<file path="config.mk">
export PLATFORM = sky130hd
export DESIGN_NAME = nfu3_seq_ctrl
export DESIGN_NICKNAME = d
export VERILOG_FILES = /design/src/rtl/nfu3_seq_ctrl.sv
export SDC_FILE = /design/constraint.sdc
export NUM_CORES = 1
export LEC_CHECK = 0
export CORE_AREA = 2 2 79 81
export DETAILED_ROUTE_END_ITERATION = 16
export DIE_AREA = 0 0 81 83
export PLACE_DENSITY = 0.89
export SLEW_MARGIN = 20
export SYNTH_ARGS = -nofsm -noshare
export SYNTH_HDL_FRONTEND = slang
export SYNTH_SLANG_ARGS = --single-unit
</file>
<file path="constraint.sdc">
create_clock -name clk -period 1.8 [get_ports clk]
set_clock_uncertainty 0.1 [all_clocks]
set_input_delay 0.45 -clock clk [delete_from_list [all_inputs] [get_ports clk]]
set_output_delay 0.45 -clock clk [all_outputs]
set_load 0.01 [all_outputs]
</file>
<file path="src/rtl/nfu3_seq_ctrl.sv">
// NFU-3 sigmoid-stage sequencer: loads the per-lane {ai,bi} coefficient table,
// then gates the NFU-2 operand stream and tracks results through the sigmoid pipe.
module nfu3_seq_ctrl #(
   parameter int BIT_WIDTH = 16,
   parameter int NUM_SEG   = 16,
   parameter int SEG_AW    = 4,
   parameter int PIPE_LAT  = 2
) (
   input  logic                   clk,
   input  logic                   rst,
   input  logic                   i_cfg_start,
   input  logic                   i_cfg_valid,
   input  logic [2*BIT_WIDTH-1:0] i_cfg_data,
   output logic                   o_cfg_ready,
   output logic                   o_coef_we,
   output logic [SEG_AW-1:0]      o_coef_addr,
   output logic [2*BIT_WIDTH-1:0] o_coef_data,
   input  logic                   i_in_valid,
   output logic                   o_in_ready,
   output logic                   o_dp_en,
   output logic                   o_out_valid,
   output logic [15:0]            o_out_count,
   output logic                   o_coef_loaded,
   output logic                   o_busy
);

   typedef enum logic [2:0] {
      S_IDLE   = 3'd0,
      S_LOAD   = 3'd1,
      S_SETTLE = 3'd2,
      S_READY  = 3'd3,
      S_DRAIN  = 3'd4
   } state_t;

   localparam logic [SEG_AW-1:0]      SEG_ZERO  = {SEG_AW{1'b0}};
   localparam logic [SEG_AW-1:0]      SEG_ONE   = SEG_AW'(1);
   localparam logic [SEG_AW-1:0]      SEG_LAST  = SEG_AW'(NUM_SEG - 1);
   localparam logic [2*BIT_WIDTH-1:0] DATA_ZERO = {(2*BIT_WIDTH){1'b0}};
   localparam logic [PIPE_LAT-1:0]    PIPE_ZERO = {PIPE_LAT{1'b0}};

   state_t                 state_q, state_d;
   logic [SEG_AW-1:0]      seg_q, seg_d;
   logic [PIPE_LAT-1:0]    pipe_q, pipe_d;
   logic                   coef_we_q, coef_we_d;
   logic [SEG_AW-1:0]      coef_addr_q, coef_addr_d;
   logic [2*BIT_WIDTH-1:0] coef_data_q, coef_data_d;
   logic [15:0]            count_q, count_d;
   logic                   loaded_q, loaded_d;
   logic                   busy_q, busy_d;
   logic                   cfg_accept_s;
   logic                   dp_en_s;

   // Handshake decodes depend only on the registered state.
   assign cfg_accept_s = i_cfg_valid & (state_q == S_LOAD);
   assign dp_en_s      = i_in_valid & (state_q == S_READY);

   // Next-state, coefficient write, result pipe and counter logic.
   always_comb begin
      state_d     = state_q;
      seg_d       = seg_q;
      coef_we_d   = 1'b0;
      coef_addr_d = coef_addr_q;
      coef_data_d = coef_data_q;
      loaded_d    = loaded_q;
      pipe_d      = pipe_q;

      pipe_d[0] = dp_en_s;
      for (int i = 1; i < PIPE_LAT; i++) begin
         pipe_d[i] = pipe_q[i-1];
      end

      if (pipe_q[PIPE_LAT-1]) begin
         count_d = count_q + 16'd1;
      end else begin
         count_d = count_q;
      end

      case (state_q)
         S_IDLE: begin
            if (i_cfg_start) begin
               state_d = S_LOAD;
            end else begin
               state_d = S_IDLE;
            end
         end
         S_LOAD: begin
            if (cfg_accept_s) begin
               coef_we_d   = 1'b1;
               coef_addr_d = seg_q;
               coef_data_d = i_cfg_data;
               seg_d       = seg_q + SEG_ONE;
               if (seg_q == SEG_LAST) begin
                  state_d = S_SETTLE;
               end else begin
                  state_d = S_LOAD;
               end
            end else begin
               state_d = S_LOAD;
            end
         end
         S_SETTLE: begin
            state_d  = S_READY;
            loaded_d = 1'b1;
         end
         S_READY: begin
            if (i_cfg_start) begin
               state_d = S_DRAIN;
            end else begin
               state_d = S_READY;
            end
         end
         S_DRAIN: begin
            // Results still in flight must emerge before the table is rewritten.
            if (pipe_q == PIPE_ZERO) begin
               state_d = S_LOAD;
            end else begin
               state_d = S_DRAIN;
            end
         end
         default: begin
            state_d = S_IDLE;
         end
      endcase

      if ((state_d == S_LOAD) && (state_q != S_LOAD)) begin
         seg_d    = SEG_ZERO;
         loaded_d = 1'b0;
         count_d  = 16'd0;
      end else begin
         seg_d    = seg_d;
      end

      busy_d = (state_d != S_READY);
   end

   // State and output registers with synchronous reset.
   always_ff @(posedge clk) begin
      if (rst) begin
         state_q     <= S_IDLE;
         seg_q       <= SEG_ZERO;
         pipe_q      <= PIPE_ZERO;
         coef_we_q   <= 1'b0;
         coef_addr_q <= SEG_ZERO;
         coef_data_q <= DATA_ZERO;
         count_q     <= 16'd0;
         loaded_q    <= 1'b0;
         busy_q      <= 1'b0;
      end else begin
         state_q     <= state_d;
         seg_q       <= seg_d;
         pipe_q      <= pipe_d;
         coef_we_q   <= coef_we_d;
         coef_addr_q <= coef_addr_d;
         coef_data_q <= coef_data_d;
         count_q     <= count_d;
         loaded_q    <= loaded_d;
         busy_q      <= busy_d;
      end
   end

   assign o_cfg_ready   = (state_q == S_LOAD);
   assign o_in_ready    = (state_q == S_READY);
   assign o_dp_en       = dp_en_s;
   assign o_out_valid   = pipe_q[PIPE_LAT-1];
   assign o_coef_we     = coef_we_q;
   assign o_coef_addr   = coef_addr_q;
   assign o_coef_data   = coef_data_q;
   assign o_out_count   = count_q;
   assign o_coef_loaded = loaded_q;
   assign o_busy        = busy_q;

endmodule

</file>
==> impl_metrics.toml <==
[floorplanning]
die_w_um = 81
die_area_mm2 = 0.00672
io_pins = 96
coreArea_mm2 = 0.00582
start_util = 0.426
dieHeight_um = 83
rows = 28

[drt]
dr_total_vias = 2356
top_layer = "met4"
avgRoutedWirePerCell_um = 13.3
drtPass1Iterations = 4
drc = 0
wl_met2_um = 3230
drtIter0Drc = 109
detail_route.wirelength.met1_um = 2670
vias_per_cell = 4.88
drt.antenna.violating_nets = 0
drt-total-wl_um = 6440
wl_met3_um = 449

[finish]
diodes = 0
nets = 442
stdcell_count = 483
num-fill-cells = 488
multiInputGateArea_mm2 = 0.00110
design_area_mm2 = 0.00389
synthToLayoutAreaGrowth_pct = 56.9
drive_gt1_frac = 0.167
seq_area_mm2 = 0.00130

[pwr]
powerDensity_mw_per_mm2 = 733
p_leak_nw = 1.86
peakVddDrop_mv = 0.555

[flow_run]
max_cap_viol_count = 0

[timing]
fmax_ghz = 0.568
max_slew_margin = 0.732
tightest_slew_ps = 398
drv_slew = 0
setup_viol = 0
rsz0062_at_grt = "no"
fin_setup_tns_ps = 0
fin_crit_ps = 1760
min_period_over_period = 0.977
hold_viol = 0

[worst_setup_path]
endpoint = "o_coef_data[17]"
ff2ff_path_depth = 6
endpoint_kind = "primary output"
crit_arrival_ps = 1210
reg2reg_to = "seg_q[3]"
startpoint = "o_coef_data[17]"
reg2reg_from = "state_q[2]"
path_cells = "clkdlybuf4s50_1"
crit_buf_inv = 1
critPathMaxStageDelay_ps = 550
worstSetupPathDepth = 1
cp_top_family = "buffers and inverters"
cp-start-kind = "register"
path_max_fanout = 2
slowest_stage = "clkdlybuf4s50_1"
rrSetupSlack_ps = 190
critical_path_required_ps = 1250
critPathKind = "register to primary output"

[synthesis]
syn_area_mm2 = 0.00248
synth_nets = 329
synth_commonest_cells = "83 x nand2_1, 64 x dfxtp_1, 42 x a21oi_1"
synth_compound_area_frac = 0.0985
yosysSeqAreaShare = 0.517
synthSimpleGateAreaFrac = 0.257
yosysTopAreaCellShare = 0.517
synth_top_family_by_area = "simple AND/OR/NAND/NOR gates"
synthTopCellsByArea = "dfxtp_1 52%, nand2_1 13%, a21oi_1 8.5%"
synthAdderAreaFrac = 0.0101
synthArstFlopShare = 0
yosysMostFrequentCell = "nand2_1"
synth_top_area_cell = "dfxtp_1"
synthFlopType = "dfxtp_1"
synth_edf_count = 0
ys_ff_latch = 64
synthDistinctLibCells = 29
synth_xor_area_frac = 0.0636
muxShareOfSynthArea = 0.00404
synthCells = 290
synth_warnings = 0
syn_avg_cell_area_um2 = 8.54

[global_routing]
grt_pass1_wl_um = 10300
grt_overflow_total = 0
grt_pass1_vias = 2337
grt_use_total = 0.193
antenna_found_initial = 0
grt_max_degree = 34

[clock_tree]
htree_levels = 3
cts.sinks = 64
clkTransAtPathRegs_ps = 70
cts_made_buffers = 9
insertion_delay_ps = 330
ctsRootBufferMaster = "clkbuf_8"
clk_path_buf_depth = 2
cts_tree = "yes"

[worst_hold_path]
hp-class = "register to register"
min_path_cells = 2

[placed_design]
dp_cells = 467
place_congestion = 0.730
portBuffers = 95
placed_area_mm2 = 0.00365
dp_hpwl_um = 4530

[status]
status = "complete, no violations"
## power breakdown
| group | internal (mW) | leakage, nW | switching, mW | total (mW) |
|---|---|---|---|---|
| Clock | 0.498 | 0.0854 | 0.566 | 1.06 |
| Sequential | 1.45 | 0.525 | 0.0171 | 1.47 |
| Combinational | 0.183 | 1.25 | 0.135 | 0.318 |
| Total | 2.13 | 1.86 | 0.718 | 2.85 |
## routing by layer
layer,track usage,vias to the layer above
met2,0.334,77
met5,0,-
li1,-,1174
met3,0.0620,9
met4,0.0693,0
met1,0.218,1096
## registers in the layout (all words and copies together), names as in the netlist
name           cells
o_coef_we          1
o_out_count       16
o_busy             1
o_coef_loaded      1
o_coef_addr        4
pipe_q             2
seg_q              4
state_q            3
o_coef_data       32
## layout by cell type, fill, tap and decap left out, types with 3 or more instances in the layout
| master | instances |
|---|---|
| nor4_1 | 6 |
| dfxtp_1 | 51 |
| xor2_1 | 6 |
| clkdlybuf4s50_1 | 56 |
| buf_4 | 19 |
| xnor2_1 | 12 |
| clkinv_2 | 3 |
| nor2_1 | 20 |
| dlygate4sd2_1 | 13 |
| nand3_1 | 3 |
| clkbuf_8 | 9 |
| dfxtp_2 | 13 |
| nand2_1 | 83 |
| nor2_2 | 6 |
| nand4_1 | 6 |
| buf_6 | 3 |
| dlymetal6s2s_1 | 23 |
| inv_1 | 4 |
| a21oi_1 | 42 |
| buf_12 | 3 |
## per-stage QoR
| step | total power, mW | worst slack (ps) | utilization | hold slack, ps |
|---|---|---|---|---|
| after CTS | 2.88 | 1.13 | 0.656 | 357 |
| after global routing | 2.98 | 0.203 | 0.668 | 379 |
| after global placement | 1.81 | -333 | 0.627 | 341 |
| final | 2.85 | 40.5 | 0.668 | 353 |
| after floorplan | 1.62 | 319 | - | 356 |
| after detailed placement | 1.82 | -369 | 0.627 | 345 |
## worst min path at each step
| stage | start | end | slack, ps |
|---|---|---|---|
| CTS | o_coef_data[27] | o_coef_data[27] | 360 |
| detailed placement | o_coef_data[12] | o_coef_data[12] | 350 |
| finish | o_coef_data[31] | o_coef_data[31] | 350 |
| global placement | o_coef_data[8] | o_coef_data[8] | 340 |
| global route | o_coef_data[30] | o_coef_data[30] | 380 |
| floorplan | pipe_q[0] | pipe_q[1] | 360 |
## kinds of logic (layout without fill, tap and decap cells)
| logic type | count (synthesis) | in the layout |
|---|---|---|
| AO/OA/AOI/OAI | 47 | 47 |
| XOR/XNOR | 18 | 18 |
| adder cells (fa/ha/maj) | 2 | 2 |
| buffers and inverters | 21 | 139 |
| flip-flops | 64 | 64 |
| multiplexers | 1 | 1 |
| AND/OR/NAND/NOR | 137 | 137 |
## worst register-to-register path, delay by kind of cell, from the launching register on
family	cells	cell delay, ps
and+or+nand+nor	3	540
xor gates and xnor gates	1	150
buffers and inverters	2	360
DFF	1	370
## cell type report
cell class	instances	area share
flip-flops and latches	64	0.334
repair buffers	119	0.311
multi-input cells	205	0.283
clock buffers	9	0.0319
well taps	75	0.0241
clock inverters	7	0.0122
inverters	4	0.00386
## what timing repair did
action | in CTS | in global routing
gates resized for setup | 38 | 29
setup buffers | 0 | 0
hold buffers | 0 | 0
endpoints found under the setup margin | 17 | 53
pin swaps | 0 | 1
cloned | 0 | 0
Note: power is estimated with default switching activity, not from simulation.
